## config.mk

```make
export PLATFORM = sky130hd
export DESIGN_NAME = bz_deserializer
export DESIGN_NICKNAME = d
export VERILOG_FILES = /design/src/rtl/bz_deserializer_pkg.sv /design/src/rtl/bz_deserializer.sv
export SDC_FILE = /design/constraint.sdc
export NUM_CORES = 1
export LEC_CHECK = 0
export CAP_MARGIN = 10
export CORE_ASPECT_RATIO = 0.6
export CORE_UTILIZATION = 45
export CTS_BUF_LIST = sky130_fd_sc_hd__clkbuf_4 sky130_fd_sc_hd__clkbuf_8
export DETAILED_ROUTE_END_ITERATION = 12
export PLACE_DENSITY = 0.74
export SYNTH_ARGS = -nofsm -noshare
export SYNTH_HDL_FRONTEND = slang
export SYNTH_SLANG_ARGS = --single-unit
export TNS_END_PERCENT = 1
```

## constraint.sdc

```tcl
create_clock -name clk -period 3.7 [get_ports clk]
set_input_delay 0.37 -clock clk [delete_from_list [all_inputs] [get_ports clk]]
set_output_delay 0.37 -clock clk [all_outputs]
set_load 0.05 [all_outputs]
```

## src/rtl/bz_deserializer_pkg.sv

```systemverilog
// -----------------------------------------------------------------------------
// bz_deserializer_pkg
// Shared router definitions used by the packet deserializer:
//   - router packet width and field positions
//   - the route-31 header constant
//   - the deserializer FSM state encoding
// -----------------------------------------------------------------------------
package bz_deserializer_pkg;

    // Router packet: 11 bits, bit 10 is the tail flag on data packets.
    localparam int PKT_W       = 11;
    localparam int TAIL_BIT    = 10;

    // A header with bit 9 set means "route 31"; the canonical form is 11'h200.
    localparam int              ROUTE31_BIT = 9;
    localparam logic [PKT_W-1:0] HDR_ROUTE31 = 11'h200;

    // Deserializer FSM states.
    typedef enum logic [2:0] {
        HEADER = 3'd0,
        DATA1  = 3'd1,
        DATA2  = 3'd2,
        DATA3  = 3'd3,
        SEND   = 3'd4
    } state_t;

endpackage

```

## src/rtl/bz_deserializer.sv

```systemverilog
// -----------------------------------------------------------------------------
// bz_deserializer
// Reassembles router packets popped from a show-ahead FIFO into one core word
// [route | code | payload] and offers it on a valid/ack channel.
//
// Packet stream: header {6'b0, route[4:0]} (or 11'h200 for route 31), then
// DATA1 {tail, 3'b0, f[26:20]}, DATA2 {tail, f[19:10]}, DATA3 {tail, f[9:0]},
// where f is the 27-bit code+payload field. A DATA3 tail of 0 means the next
// word reuses the current route and starts directly at DATA1.
//
// Channel handshake: PC_out_channel_v is high while a word is offered and the
// word is held stable until a cycle with v=1 and a=1; a is ignored while v=0.
//
// Ports:
//   clk                 clock
//   reset               asynchronous, active-high reset
//   data_in[10:0]       packet at the FIFO head, valid while is_empty=0
//   is_empty            FIFO empty flag
//   rdreq               FIFO pop; a packet is consumed when rdreq=1, is_empty=0
//   PC_out_channel_d    word to the core
//   PC_out_channel_v    word valid
//   PC_out_channel_a    word accepted by the core
//   framing_err         one-cycle pulse on a protocol violation
// -----------------------------------------------------------------------------
module bz_deserializer
    import bz_deserializer_pkg::*;
#(
    parameter int NPCcode  = 7,
    parameter int NPCdata  = 20,
    parameter int NPCroute = 5
) (
    input  logic                                 clk,
    input  logic                                 reset,
    input  logic [PKT_W-1:0]                     data_in,
    input  logic                                 is_empty,
    output logic                                 rdreq,
    output logic [NPCroute+NPCcode+NPCdata-1:0]  PC_out_channel_d,
    output logic                                 PC_out_channel_v,
    input  logic                                 PC_out_channel_a,
    output logic                                 framing_err
);

    // The packet format carries a fixed 27-bit code+payload field split as
    // 7|10|10 over the three data packets.
    localparam int WORD_W = NPCroute + NPCcode + NPCdata;

    state_t              state_q;
    logic [NPCroute-1:0] route_q;
    logic [6:0]          hi_q;         // field bits [26:20] from DATA1
    logic [9:0]          mid_q;        // field bits [19:10] from DATA2
    logic                last_tail_q;
    logic [WORD_W-1:0]   d_q;
    logic                v_q;
    logic                framing_err_q;

    logic pkt_tail;
    assign pkt_tail = data_in[TAIL_BIT];

    // Pop whenever a packet is available and no word is waiting to be sent.
    assign rdreq = !reset && !is_empty && (state_q != SEND);

    assign PC_out_channel_d = d_q;
    assign PC_out_channel_v = v_q;
    assign framing_err      = framing_err_q;

    always_ff @(posedge clk or posedge reset) begin
        if (reset) begin
            state_q       <= HEADER;
            route_q       <= '0;
            hi_q          <= '0;
            mid_q         <= '0;
            last_tail_q   <= 1'b1;
            d_q           <= '0;
            v_q           <= 1'b0;
            framing_err_q <= 1'b0;
        end else begin
            framing_err_q <= 1'b0;
            case (state_q)
                HEADER: begin
                    if (!is_empty) begin
                        if (pkt_tail) begin
                            // A tail bit on a header is illegal; drop it and
                            // keep looking for a header.
                            framing_err_q <= 1'b1;
                        end else begin
                            route_q <= data_in[ROUTE31_BIT] ? '1
                                                            : data_in[NPCroute-1:0];
                            state_q <= DATA1;
                        end
                    end
                end
                DATA1: begin
                    if (!is_empty) begin
                        if (pkt_tail) begin
                            framing_err_q <= 1'b1;
                            state_q       <= HEADER;
                        end else begin
                            hi_q    <= data_in[6:0];
                            state_q <= DATA2;
                        end
                    end
                end
                DATA2: begin
                    if (!is_empty) begin
                        if (pkt_tail) begin
                            framing_err_q <= 1'b1;
                            state_q       <= HEADER;
                        end else begin
                            mid_q   <= data_in[9:0];
                            state_q <= DATA3;
                        end
                    end
                end
                DATA3: begin
                    if (!is_empty) begin
                        // The last slice goes straight into the output word so
                        // v can rise in the cycle after this pop.
                        last_tail_q <= pkt_tail;
                        d_q         <= {route_q, hi_q, mid_q, data_in[9:0]};
                        v_q         <= 1'b1;
                        state_q     <= SEND;
                    end
                end
                SEND: begin
                    if (PC_out_channel_a) begin
                        v_q     <= 1'b0;
                        state_q <= last_tail_q ? HEADER : DATA1;
                    end
                end
                default: begin
                    state_q <= HEADER;
                end
            endcase
        end
    end

endmodule

```

Yosys cells after proc, flatten, opt, wreduce, memory -nomap -nowiden
Cells that the tools add are included.
Widths: inputs -> output; s select.
{"block": "word_totals", "elab_cells": 51, "in_bits": 15, "register_bits": 60, "output_inout_bits": 35}
{"block": "op_classes", "muxes": 17, "eq_ne": 11, "bitwise": 2, "reduce_logical": 13}
{"op": "$mux 3", "count": 6}
{"op": "$pmux 3 s5", "count": 1}
{"op": "$ne 2x2->1 const B", "count": 6}
{"op": "$reduce_and 3->1", "count": 4}
{"op": "$eq 3x2->1 const B", "count": 2}
{"op": "$mux 1", "count": 6}
{"op": "$reduce_and 6->1", "count": 1}
{"op": "$mux 5", "count": 1}
{"op": "$mux 2", "count": 2}
{"op": "$eq 3x1->1 const B", "count": 1}
{"op": "$eq 3x3->1 const B", "count": 1}
{"op": "$logic_not 3->1", "count": 1}
{"op": "$ne 3x3->1 const B", "count": 1}
{"op": "$reduce_or 3->1", "count": 1}
{"op": "$logic_and 1x1->1", "count": 2}
{"op": "$logic_not 1->1", "count": 2}
{"op": "$not 1->1", "count": 2}
{"op": "$pmux 1 s2", "count": 1}
{"op": "$reduce_and 2->1", "count": 1}
{"op": "$reduce_bool 2->1", "count": 1}

Longest topological paths before layout
Gate-level depths: netlist of the first run.
{"block": "logic_depth", "word_depth": 3, "mapped_depth": 5, "ltp_nobuf": 3}

Least setup slack after synthesis of the first run
OpenSTA, ideal clock, no wires.
{"block": "synth_path", "path_type": "reg-to-output", "startpoint": "register state_q[0]", "endpoint": "output rdreq", "slack_ns": 1.538, "required_ns": 3.330, "arrival_ns": 1.792, "stages_incl_launch_ff": 4, "n_path_buf": 1, "cell_sequence": "dfrtp_1 buf_1 nor3b_1 nor3_1"}
{"block": "synth_between", "elab_chain_cells": 2}
{"item": "from (decl)", "line_no": "bz_deserializer.sv:47", "source": "state_t state_q;"}
{"item": "from (signal assigned)", "line_no": "bz_deserializer.sv:127", "source": "state_q <= last_tail_q ? HEADER : DATA1;"}
{"item": "$ne 3x3->1", "line_no": "bz_deserializer.sv:60", "source": "assign rdreq = !reset && !is_empty && (state_q != SEND);"}
{"item": "$logic_and 1x1->1", "line_no": "bz_deserializer.sv:60"}
{"item": "to (decl)", "line_no": "bz_deserializer.sv:36", "source": "output logic rdreq,"}
No other way between the ends.

Worst setup path in the final report of the first run
{"block": "layout_path", "startpoint": "register state_q[2]", "endpoint": "output rdreq"}
Same word-level chain as after synthesis.

==> metrics.md, run 1 <==
| Metric | Value |
|---|---|
| Status | completed |
| Starting Density | 47.1% |
| Syn Area/Cell | 14.7 µm² |
| Post-synth EDFFs | 0 |
| Synth Net Count | 179 |
| Synth warnings | 0 |
| Worst R2R Setup Slack | 1540 ps |
| Final max-slew violation count | 0 |
| PortBufs | 49 |
| Leakage power | 1.34 nW |
| Chip height | 58.6 µm |
| Num CTS Buffers | 9 |
| Period utilization | 66.7% |
| Layout cells sized above 1 | 33.0% |
| Async SR Flop Fraction | 100% |
| RSZ-0062 raised after global routing | no |
| Clk pwr share | 19.4% |
| CP required | 3330 ps |
| Seq/Total Area, Yosys | 62.5% |
| GR Overflow Total | 0 |
| Pwr Density | 986 mW/mm² |
| Syn Inst Count | 164 |
| Worst-path clk slew | 60 ps |
| CP max FO | 11 |
| Remaining antenna violation count | 0 |
| Nets | 231 |
| Number of synthesized register bits | 60 |
| Sw Share | 40.3% |
| Cell Area, Synth | 0.00240 mm² |
| CP arrival | 2100 ps |
| Inserted Diodes | 0 |
| Tot Pwr | 0.00308 W |
| Skew-Pair Late Insertion Delay | 340 ps |
| CTS tree | done |
| Antenna violations before repair | 0 |
| Crit path buf inv count | 1 |
| Post-CTS setup buffers | 0 |
| Endpoints failing hold | 0 |
| Area grow syn2layout | 29.8% |
| Comb power frac | 43.5% |
| Final setup TNS | 0 ps |
| Main synth FF type | dfrtp_1 |
| Worst path max stage delay | 840 ps |
| Number of global-route vias before repair | 1,532 |
| CTS sink count | 60 |
| H-tree depth | 3 |
| Post-DR wirelength/cell | 16.9 µm |
| Switching Power | 0.00124 W |
| I/O pin count | 50 |
| Final Wtd Congestion | 0.763 |
| Drt via density | 5.22 |
| Slew @ Worst Pin | 921 ps |
| VDD IR max | 0.446 mV |
| Drt drc | 0 |
| DRT Pass-1 Iters | 4 |
| # hold bufs at CTS | 0 |
| Netlist cell types | 24 |
| Maximum number of pins on one net before global-route repair | 47 |
| Die X | 96.4 µm |
| Setup violations, final | 0 |
| Relative slew slack | 38.5% |
| Crit-path cells | nor3b_1, nor3_1, clkdlybuf4s50_1 |
| Global-route wire length before repair | 7770 µm |
| CP startpoint kind | register |
| Clock root cell | clkbuf_8 |
| Sequential share of power | 37.2% |
| Clock skew | 7.96 ps |
| Crit end category | primary output |
| DR vias | 1,498 |
| Fin crit period | 2470 ps |
| Final WL | 4850 µm |
| Critical path class | register to primary output |
| DIE AREA | 0.00565 mm² |
| Cell internal pwr | 0.00184 W |
| Total Routing Usage GR | 19.6% |
| Clock Tree Buf Depth | 2 |
| Tightest Hold Check Type | register to register |
| Slowest CP cell | clkdlybuf4s50_1 |
| Drt initial violations | 101 |
| Delay-heaviest family, CP | buffers and inverters |
| Max Cap Violations | 0 |
| Maximum clock frequency | 0.405 GHz |
| Post_cts resized | 0 |
| Core box area | 0.00510 mm² |
| Row count | 20 |
| DPL Wire Length | 3390 µm |
-- sequential cells by signal, indices dropped and copies added, names as in the netlist --
name	cells
PC_out_channel_d	32
PC_out_channel_v	1
framing_err	1
hi_q	7
last_tail_q	1
mid_q	10
route_q	5
state_q	3
-- cell type report --
cell class              instances  area, µm²
clock buffers                  12        159
fillers                       390       1990
inverters                       2       7.51
multi-input cells              92        815
well taps                      66       82.6
repair buffers                 51        505
flip-flops and latches         60       1500
clock inverters                 4       47.5
-- power by group through the flow --
| stage | registers [W] | logic [W] | clock network [W] |
|---|---|---|---|
| final | 0.00114 | 0.00134 | 0.000596 |
| after global routing | 0.00118 | 0.00140 | 0.000643 |
| after CTS | 0.00114 | 0.00135 | 0.000610 |
| after detailed placement | 0.00115 | 0.00134 | 0 |
| after global placement | 0.00113 | 0.00131 | 0 |
| after floorplan | 0.00163 | 0.000420 | 0 |
-- cell usage after synthesis, types with 2 or more instances --
| library cell | instances | share of area (%) |
|---|---|---|
| dfrtp_1 | 59 | 61 |
| mux2_2 | 50 | 23 |
| nor2_1 | 10 | 1.6 |
| a21oi_1 | 9 | 1.9 |
| a31oi_1 | 5 | 1.3 |
| buf_6 | 4 | 1.9 |
| buf_2 | 3 | 0.62 |
| nand3b_1 | 3 | 0.94 |
| buf_4 | 2 | 0.62 |
| inv_1 | 2 | 0.31 |
| nand2_1 | 2 | 0.31 |
| nor3_1 | 2 | 0.42 |
| nor3b_1 | 2 | 0.62 |
-- routing by layer --
layer	vias up	GRT usage (%)	wire, µm
met2	42	30.4	2310
met1	762	24.8	2220
met3	9	7.49	239
met5	-	0	0
li1	685	-	-
met4	0	8.82	82
-- placed cells by master (no fill, tap or decap) --
master / netlist / routed
inv_1: 2 / 1
nand3b_1: 3 / 3
clkdlybuf4s50_1: 0 / 49
dfstp_2: 1 / 1
nand3_2: 1 / 1
a21o_1: 1 / 1
nor3_4: 1 / 1
o21ai_0: 1 / 1
inv_2: 0 / 1
clkbuf_8: 0 / 11
nor2_1: 10 / 10
clkbuf_4: 0 / 1
a21oi_1: 9 / 9
clkinvlp_4: 0 / 1
mux2_1: 1 / 1
mux2_2: 50 / 50
nor3_1: 2 / 2
o32a_1: 1 / 1
nor4_1: 1 / 1
clkinv_2: 0 / 2
bufinv_16: 0 / 1
nand2_1: 2 / 2
nor3_2: 1 / 1
a31oi_1: 5 / 5
dfrtp_1: 59 / 59
and3_1: 1 / 1
nor3b_1: 2 / 2
buf_4: 2 / 2
-- stage by stage --
step / utilization (%) / setup WS (ps) / hold slack [ps] / area (µm²) / instances
6_report: 61.1 / 1230 / 505 / 3120 / 287
3_3_place_gp: 57.1 / 1270 / 482 / 2910 / 271
2_1_floorplan: - / 1540 / 474 / 2400 / 164
4_1_cts: 61.1 / 1200 / 507 / 3120 / 287
5_1_grt: 61.1 / 1130 / 514 / 3120 / 287
3_5_place_dp: 57.1 / 1150 / 492 / 2910 / 271
-- kinds of logic (layout without fill, tap and decap cells) --
group / count (synthesis) / after routing / share of synthesized area [%]
AOI/OAI and AO/OA: 17 / 17 / 4.11
buffers and inverters: 12 / 69 / 3.59
DFF: 60 / 60 / 62.5
muxes: 51 / 51 / 23.9
and+or+nand+nor: 24 / 24 / 5.88
-- final timing paths --
| check | cells after the start | endpoint | from |
|---|---|---|---|
| max | 3 | rdreq | state_q[2]$_DFFE_PP0P_ |
| min reg2reg | 1 | PC_out_channel_d[1]$_DFFE_PP0P_ | PC_out_channel_d[1]$_DFFE_PP0P_ |
| max reg2reg | 3 | mid_q[1]$_DFFE_PP0P_ | state_q[2]$_DFFE_PP0P_ |
| min | 1 | PC_out_channel_d[1]$_DFFE_PP0P_ | PC_out_channel_d[1]$_DFFE_PP0P_ |
| max in group asynchronous | 3 | PC_out_channel_d[23]$_DFFE_PP0P_ | reset |
| min in group asynchronous | 2 | state_q[1]$_DFFE_PP0P_ | reset |
-- worst register-to-register path: stages (launching register included) --
cell and delay (ps):
dfrtp_1 520, nor3_2 580, nand3b_1 520, mux2_2 430
Power figures use the tool's default switching activity.
==> inputs of run 2 (changes only) <==
--- a/config.mk
+++ b/config.mk
@@ -10,7 +10,7 @@
 export CORE_UTILIZATION = 45
 export CTS_BUF_LIST = sky130_fd_sc_hd__clkbuf_4 sky130_fd_sc_hd__clkbuf_8
 export DETAILED_ROUTE_END_ITERATION = 12
-export PLACE_DENSITY = 0.74
+export PLACE_DENSITY = 0.76
 export SYNTH_ARGS = -nofsm -noshare
 export SYNTH_HDL_FRONTEND = slang
 export SYNTH_SLANG_ARGS = --single-unit
==> constraint.sdc (replaced) <==
create_clock -name clk -period 2.2 [get_ports clk]
set_input_delay 0.22 -clock clk [delete_from_list [all_inputs] [get_ports clk]]
set_output_delay 0.22 -clock clk [all_outputs]
set_load 0.05 [all_outputs]
==> run 2 against run 1 <==
First-iteration DRC count decreased by 33%. Critical path depth down 2. Sequential cell count did not move. Sequential power up 67%. Worst hold slack worse by 220 ps. Critical path type unchanged.
==> metrics.md, run 2 (synthesis results as in run 1) <==
| Metric | Value |
|---|---|
| CP max FO | 2 |
| Leakage power | 1.38 nW |
| Setup violations, final | 0 |
| CTS sink count | 60 |
| Skew-Pair Late Insertion Delay | 330 ps |
| Placed cells | 275 |
| Cell Count, Final, Fillers Out | 291 |
| Drt initial violations | 68 |
| Nets | 235 |
| CP arrival | 1540 ps |
| Antenna violations before repair | 0 |
| PortBufs | 49 |
| Crit path buf inv count | 1 |
| Sequential share of power | 36.4% |
| Worst-path clk slew | 60 ps |
| Critical path class | register to primary output |
| Post-CTS setup buffers | 0 |
| Final setup TNS | 0 ps |
| Clock root cell | clkbuf_8 |
| Relative slew slack | 63.5% |
| Fill cells | 412 |
| Endpoints failing hold | 0 |
| Clk pwr share | 19.3% |
| I/O pin count | 50 |
| H-tree depth | 3 |
| Crit-path cells | clkdlybuf4s50_1 |
| # hold bufs at CTS | 0 |
| Pwr Density | 1640 mW/mm² |
| Cell internal pwr | 0.00313 W |
| GR Overflow Total | 0 |
| Final Wtd Congestion | 0.758 |
| CP required | 1980 ps |
| Worst path max stage delay | 840 ps |
| Most frequent cells in the layout | dfrtp_1 (59), mux2_2 (50), clkdlybuf4s50_1 (48) |
| Global-route wire length before repair | 8100 µm |
| Die X | 96.4 µm |
| DIE AREA | 0.00565 mm² |
| Fin crit period | 1760 ps |
| Comb power frac | 44.3% |
| DPL Wire Length | 3220 µm |
| CP startpoint kind | register |
| Commonest non-fill, non-tap cell in the layout | dfrtp_1 |
| Clock Tree Buf Depth | 2 |
| VDD IR max | 0.732 mV |
| Status | completed |
| Core box area | 0.00510 mm² |
| Final max-slew violation count | 0 |
| Final WL | 4870 µm |
| Chip height | 58.6 µm |
| Tightest Hold Check Type | input port to async pin |
| Total Routing Usage GR | 20.4% |
| Maximum number of pins on one net before global-route repair | 37 |
| Drt drc | 0 |
| Area grow syn2layout | 32.5% |
| Sw Share | 40.1% |
| Starting Density | 47.1% |
| DRT Pass-1 Iters | 4 |
| Slowest CP cell | clkdlybuf4s50_1 |
| RSZ-0062 raised after global routing | no |
| CTS tree | done |
| Switching Power | 0.00209 W |
| Layout cells sized above 1 | 34.7% |
| Crit end category | primary output |
| Num CTS Buffers | 9 |
| DR vias | 1,494 |
| Inserted Diodes | 0 |
| Period utilization | 80.2% |
| Max reg flops | 32 |
| Number of global-route vias before repair | 1,488 |
| Drt via density | 5.13 |
| Max Cap Violations | 0 |
| Clock skew | 4.09 ps |
| Remaining antenna violation count | 0 |
| Post_cts resized | 0 |
| Delay-heaviest family, CP | buffers and inverters |
| Post-DR wirelength/cell | 16.7 µm |
| Maximum clock frequency | 0.567 GHz |
| Slew @ Worst Pin | 546 ps |
| Row count | 20 |
-- run 2: layout make-up --
class | instances | area, µm² | share of cell area (%)
clock buffers | 12 | 159 | 4.99
multi-input cells | 92 | 815 | 25.6
well taps | 66 | 82.6 | 2.59
clock inverters | 4 | 47.5 | 1.49
flip-flops and latches | 60 | 1500 | 47.2
repair buffers | 55 | 571 | 17.9
inverters | 2 | 7.51 | 0.236
-- run 2: per-stage QoR --
step | hold WS [ps] | utilization [%] | area, µm² | setup WS [ps] | power, W
2_1_floorplan | 355 | - | 2400 | 188 | 0.00345
3_3_place_gp | 481 | 58.3 | 2980 | 401 | 0.00417
3_5_place_dp | 488 | 58.3 | 2980 | 376 | 0.00423
4_1_cts | 290 | 62.4 | 3180 | 405 | 0.00527
5_1_grt | 325 | 62.4 | 3180 | 351 | 0.00550
6_report | 286 | 62.4 | 3180 | 436 | 0.00522
-- run 2: worst paths after layout --
| path | from | end | slack [ps] | cells after the start |
|---|---|---|---|---|
| setup / recovery | PC_out_channel_d[11]$_DFFE_PP0P_ | PC_out_channel_d[11] | 440 | 1 |
| hold / removal | reset | state_q[2]$_DFFE_PP0P_ | 290 | 2 |
| setup reg to reg | state_q[1]$_DFFE_PP0P_ | PC_out_channel_d[15]$_DFFE_PP0P_ | 620 | 4 |
| hold reg to reg | hi_q[5]$_DFFE_PP0P_ | PC_out_channel_d[25]$_DFFE_PP0P_ | 500 | 1 |
| max in group asynchronous | reset | PC_out_channel_d[8]$_DFFE_PP0P_ | 1330 | 3 |
| min in group clk | hi_q[5]$_DFFE_PP0P_ | PC_out_channel_d[25]$_DFFE_PP0P_ | 500 | 1 |
-- run 2: routing by layer --
layer / wire (µm) / GRT usage, %
met4: 38 / 5.04
met1: 2480 / 31.8
met2: 2070 / 26.4
met3: 276 / 7.75
met5: 0 / 0
-- run 2: power groups by stage --
| stage | clock network, W | registers [W] | logic, W |
|---|---|---|---|
| finish | 0.00101 | 0.00190 | 0.00231 |
| global route | 0.00110 | 0.00197 | 0.00244 |
| CTS | 0.00103 | 0.00190 | 0.00233 |
| detailed placement | 0 | 0.00191 | 0.00232 |
| global placement | 0 | 0.00190 | 0.00228 |
| floorplan | 0 | 0.00275 | 0.000706 |
==> inputs of run 3 (changes only) <==
--- a/config.mk
+++ b/config.mk
@@ -10,7 +10,7 @@
 export CORE_UTILIZATION = 45
 export CTS_BUF_LIST = sky130_fd_sc_hd__clkbuf_4 sky130_fd_sc_hd__clkbuf_8
 export DETAILED_ROUTE_END_ITERATION = 12
-export PLACE_DENSITY = 0.76
+export PLACE_DENSITY = 0.74
 export SYNTH_ARGS = -nofsm -noshare
 export SYNTH_HDL_FRONTEND = slang
 export SYNTH_SLANG_ARGS = --single-unit
==> constraint.sdc (replaced) <==
create_clock -name clk -period 1.7 [get_ports clk]
set_input_delay 0.17 -clock clk [delete_from_list [all_inputs] [get_ports clk]]
set_output_delay 0.17 -clock clk [all_outputs]
set_load 0.05 [all_outputs]
==> run 3 against run 2 <==
Die area unchanged. Largest cell class unchanged. Largest power group unchanged. Combinational power increased by 27%. Setup slack got worse by 410 ps. Register-to-register slack got worse by 480 ps. Count of clock-buffer cells in the layout decreased by 1.
==> metrics.md, run 3 (synthesis results as in run 1) <==
| Metric | Value |
|---|---|
| Drt initial violations | 57 |
| Drt drc | 0 |
| Post-CTS setup buffers | 0 |
| Maximum clock frequency | 0.598 GHz |
| Worst-path clk slew | 70 ps |
| CP max FO | 2 |
| Crit-path cells | clkdlybuf4s50_1 |
| Antenna violations before repair | 0 |
| H-tree depth | 3 |
| Fin crit period | 1670 ps |
| Endpoints failing hold | 0 |
| Clock Tree Buf Depth | 2 |
| Cell Count, Final, Fillers Out | 293 |
| Register Area | 0.00150 mm² |
| Worst R2R Start | state_q[1]$_DFFE_PP0P_ |
| RSZ-0062 raised after global routing | no |
| Most frequent cells in the layout | dfrtp_1 (58), mux2_2 (50), clkdlybuf4s50_1 (22) |
| DIE AREA | 0.00565 mm² |
| CP required | 1530 ps |
| Placed cells | 277 |
| Clock root cell | clkbuf_8 |
| Chip height | 58.6 µm |
| Max Cap Violations | 0 |
| Period utilization | 98.4% |
| Inserted Diodes | 0 |
| Worst path max stage delay | 810 ps |
| CTS sink count | 60 |
| Delay-heaviest family, CP | buffers and inverters |
| DPL Wire Length | 3300 µm |
| Post-DR wirelength/cell | 16.4 µm |
| Final setup TNS | 0 ps |
| Maximum number of pins on one net before global-route repair | 61 |
| CP arrival | 1500 ps |
| Global-route wire length before repair | 7670 µm |
| Post_cts resized | 4 |
| Commonest non-fill, non-tap cell in the layout | dfrtp_1 |
| # hold bufs at CTS | 0 |
| Crit path buf inv count | 1 |
| Total Routing Usage GR | 19.1% |
| Area grow syn2layout | 35.4% |
| Remaining antenna violation count | 0 |
| Critical R2R Capture | PC_out_channel_d[22]$_DFFE_PP0P_ |
| Core box area | 0.00510 mm² |
| Num CTS Buffers | 9 |
| Final WL | 4820 µm |
| Placement Setup Slack | 21.4 ps |
| GR Overflow Total | 0 |
| Nets | 237 |
| Pwr Density | 2090 mW/mm² |
| DR vias | 1,512 |
| Leakage power | 1.62 nW |
| Drt via density | 5.16 |
| Status | completed |
| Slowest CP cell | clkdlybuf4s50_1 |
| CP startpoint kind | register |
| I/O pin count | 50 |
| Critical path class | register to primary output |
| PortBufs | 49 |
| Setup violations, final | 0 |
| Worst R2R Setup Slack | 140 ps |
| DRT Pass-1 Iters | 4 |
| Slew @ Worst Pin | 532 ps |
| Skew-Pair Late Insertion Delay | 340 ps |
| Final max-slew violation count | 0 |
| Layout cells sized above 1 | 40.1% |
| Max reg flops | 32 |
| Die X | 96.4 µm |
| Clock skew | 4.05 ps |
| Fill cells | 368 |
| Area of the multi-input gates | 825 µm² |
| Row count | 20 |
| Tightest Hold Check Type | input port to async pin |
| CTS tree | done |
| Crit end category | primary output |
| Final Wtd Congestion | 0.765 |
| VDD IR max | 0.836 mV |
| R2R depth | 4 |
| Number of global-route vias before repair | 1,527 |
| Starting Density | 47.1% |
| Post-route setup slack | 26.7 ps |
| Relative slew slack | 64.4% |
## run 3: changes by cell type in the layout (fill, tap and decap cells not counted), moves of 2 or more
cell             delta
dlygate4sd2_1       +2
clkdlybuf4s50_1    -26
buf_4               +9
dlymetal6s2s_1     +16
## run 3: worst max-delay path by stage
stage,start,to,slack (ps),cells after the start
3_5_place_dp,is_empty,PC_out_channel_d[22]$_DFFE_PP0P_,20,5
4_1_cts,PC_out_channel_v$_DFFE_PP0P_,PC_out_channel_v,3,1
3_3_place_gp,is_empty,PC_out_channel_d[30]$_DFFE_PP0P_,60,5
5_1_grt,PC_out_channel_d[16]$_DFFE_PP0P_,PC_out_channel_d[16],0.3,1
2_1_floorplan,reset,PC_out_channel_d[0]$_DFFE_PP0P_,50,1
6_report,PC_out_channel_d[16]$_DFFE_PP0P_,PC_out_channel_d[16],30,1
## run 3: where the power goes
group          switching [W]  leakage [nW]  internal [W]
Clock               0.000553         0.116      0.000874
Combinational        0.00178         0.768       0.00115
Sequential          0.000361         0.732       0.00208
## run 3: cell type report
class	instances	share of cell area (%)
clock buffer	11	4.46
timing repair buffer	57	18.9
inverter	2	0.231
tap	66	2.54
clock inverter	5	2.31
sequential	60	46.2
multi-input combinational	92	25.3
## run 3: metal layers
| layer | vias to the layer above | share of wire (%) | GRT usage, % |
|---|---|---|---|
| li1 | 705 | - | - |
| met3 | 5 | 3.9 | 7.36 |
| met4 | 0 | 0.83 | 5.04 |
| met5 | - | 0 | 0 |
| met2 | 27 | 46 | 28.9 |
| met1 | 775 | 49 | 26.0 |
## run 3: through the flow
step	hold WS, ps	util, %	total power (W)	cell area [µm²]
2_1_floorplan	305	-	0.00447	2410
3_3_place_gp	480	58.6	0.00535	2990
3_5_place_dp	487	58.6	0.00545	2990
4_1_cts	266	63.0	0.00688	3210
5_1_grt	292	63.7	0.00712	3250
6_report	254	63.7	0.00680	3250
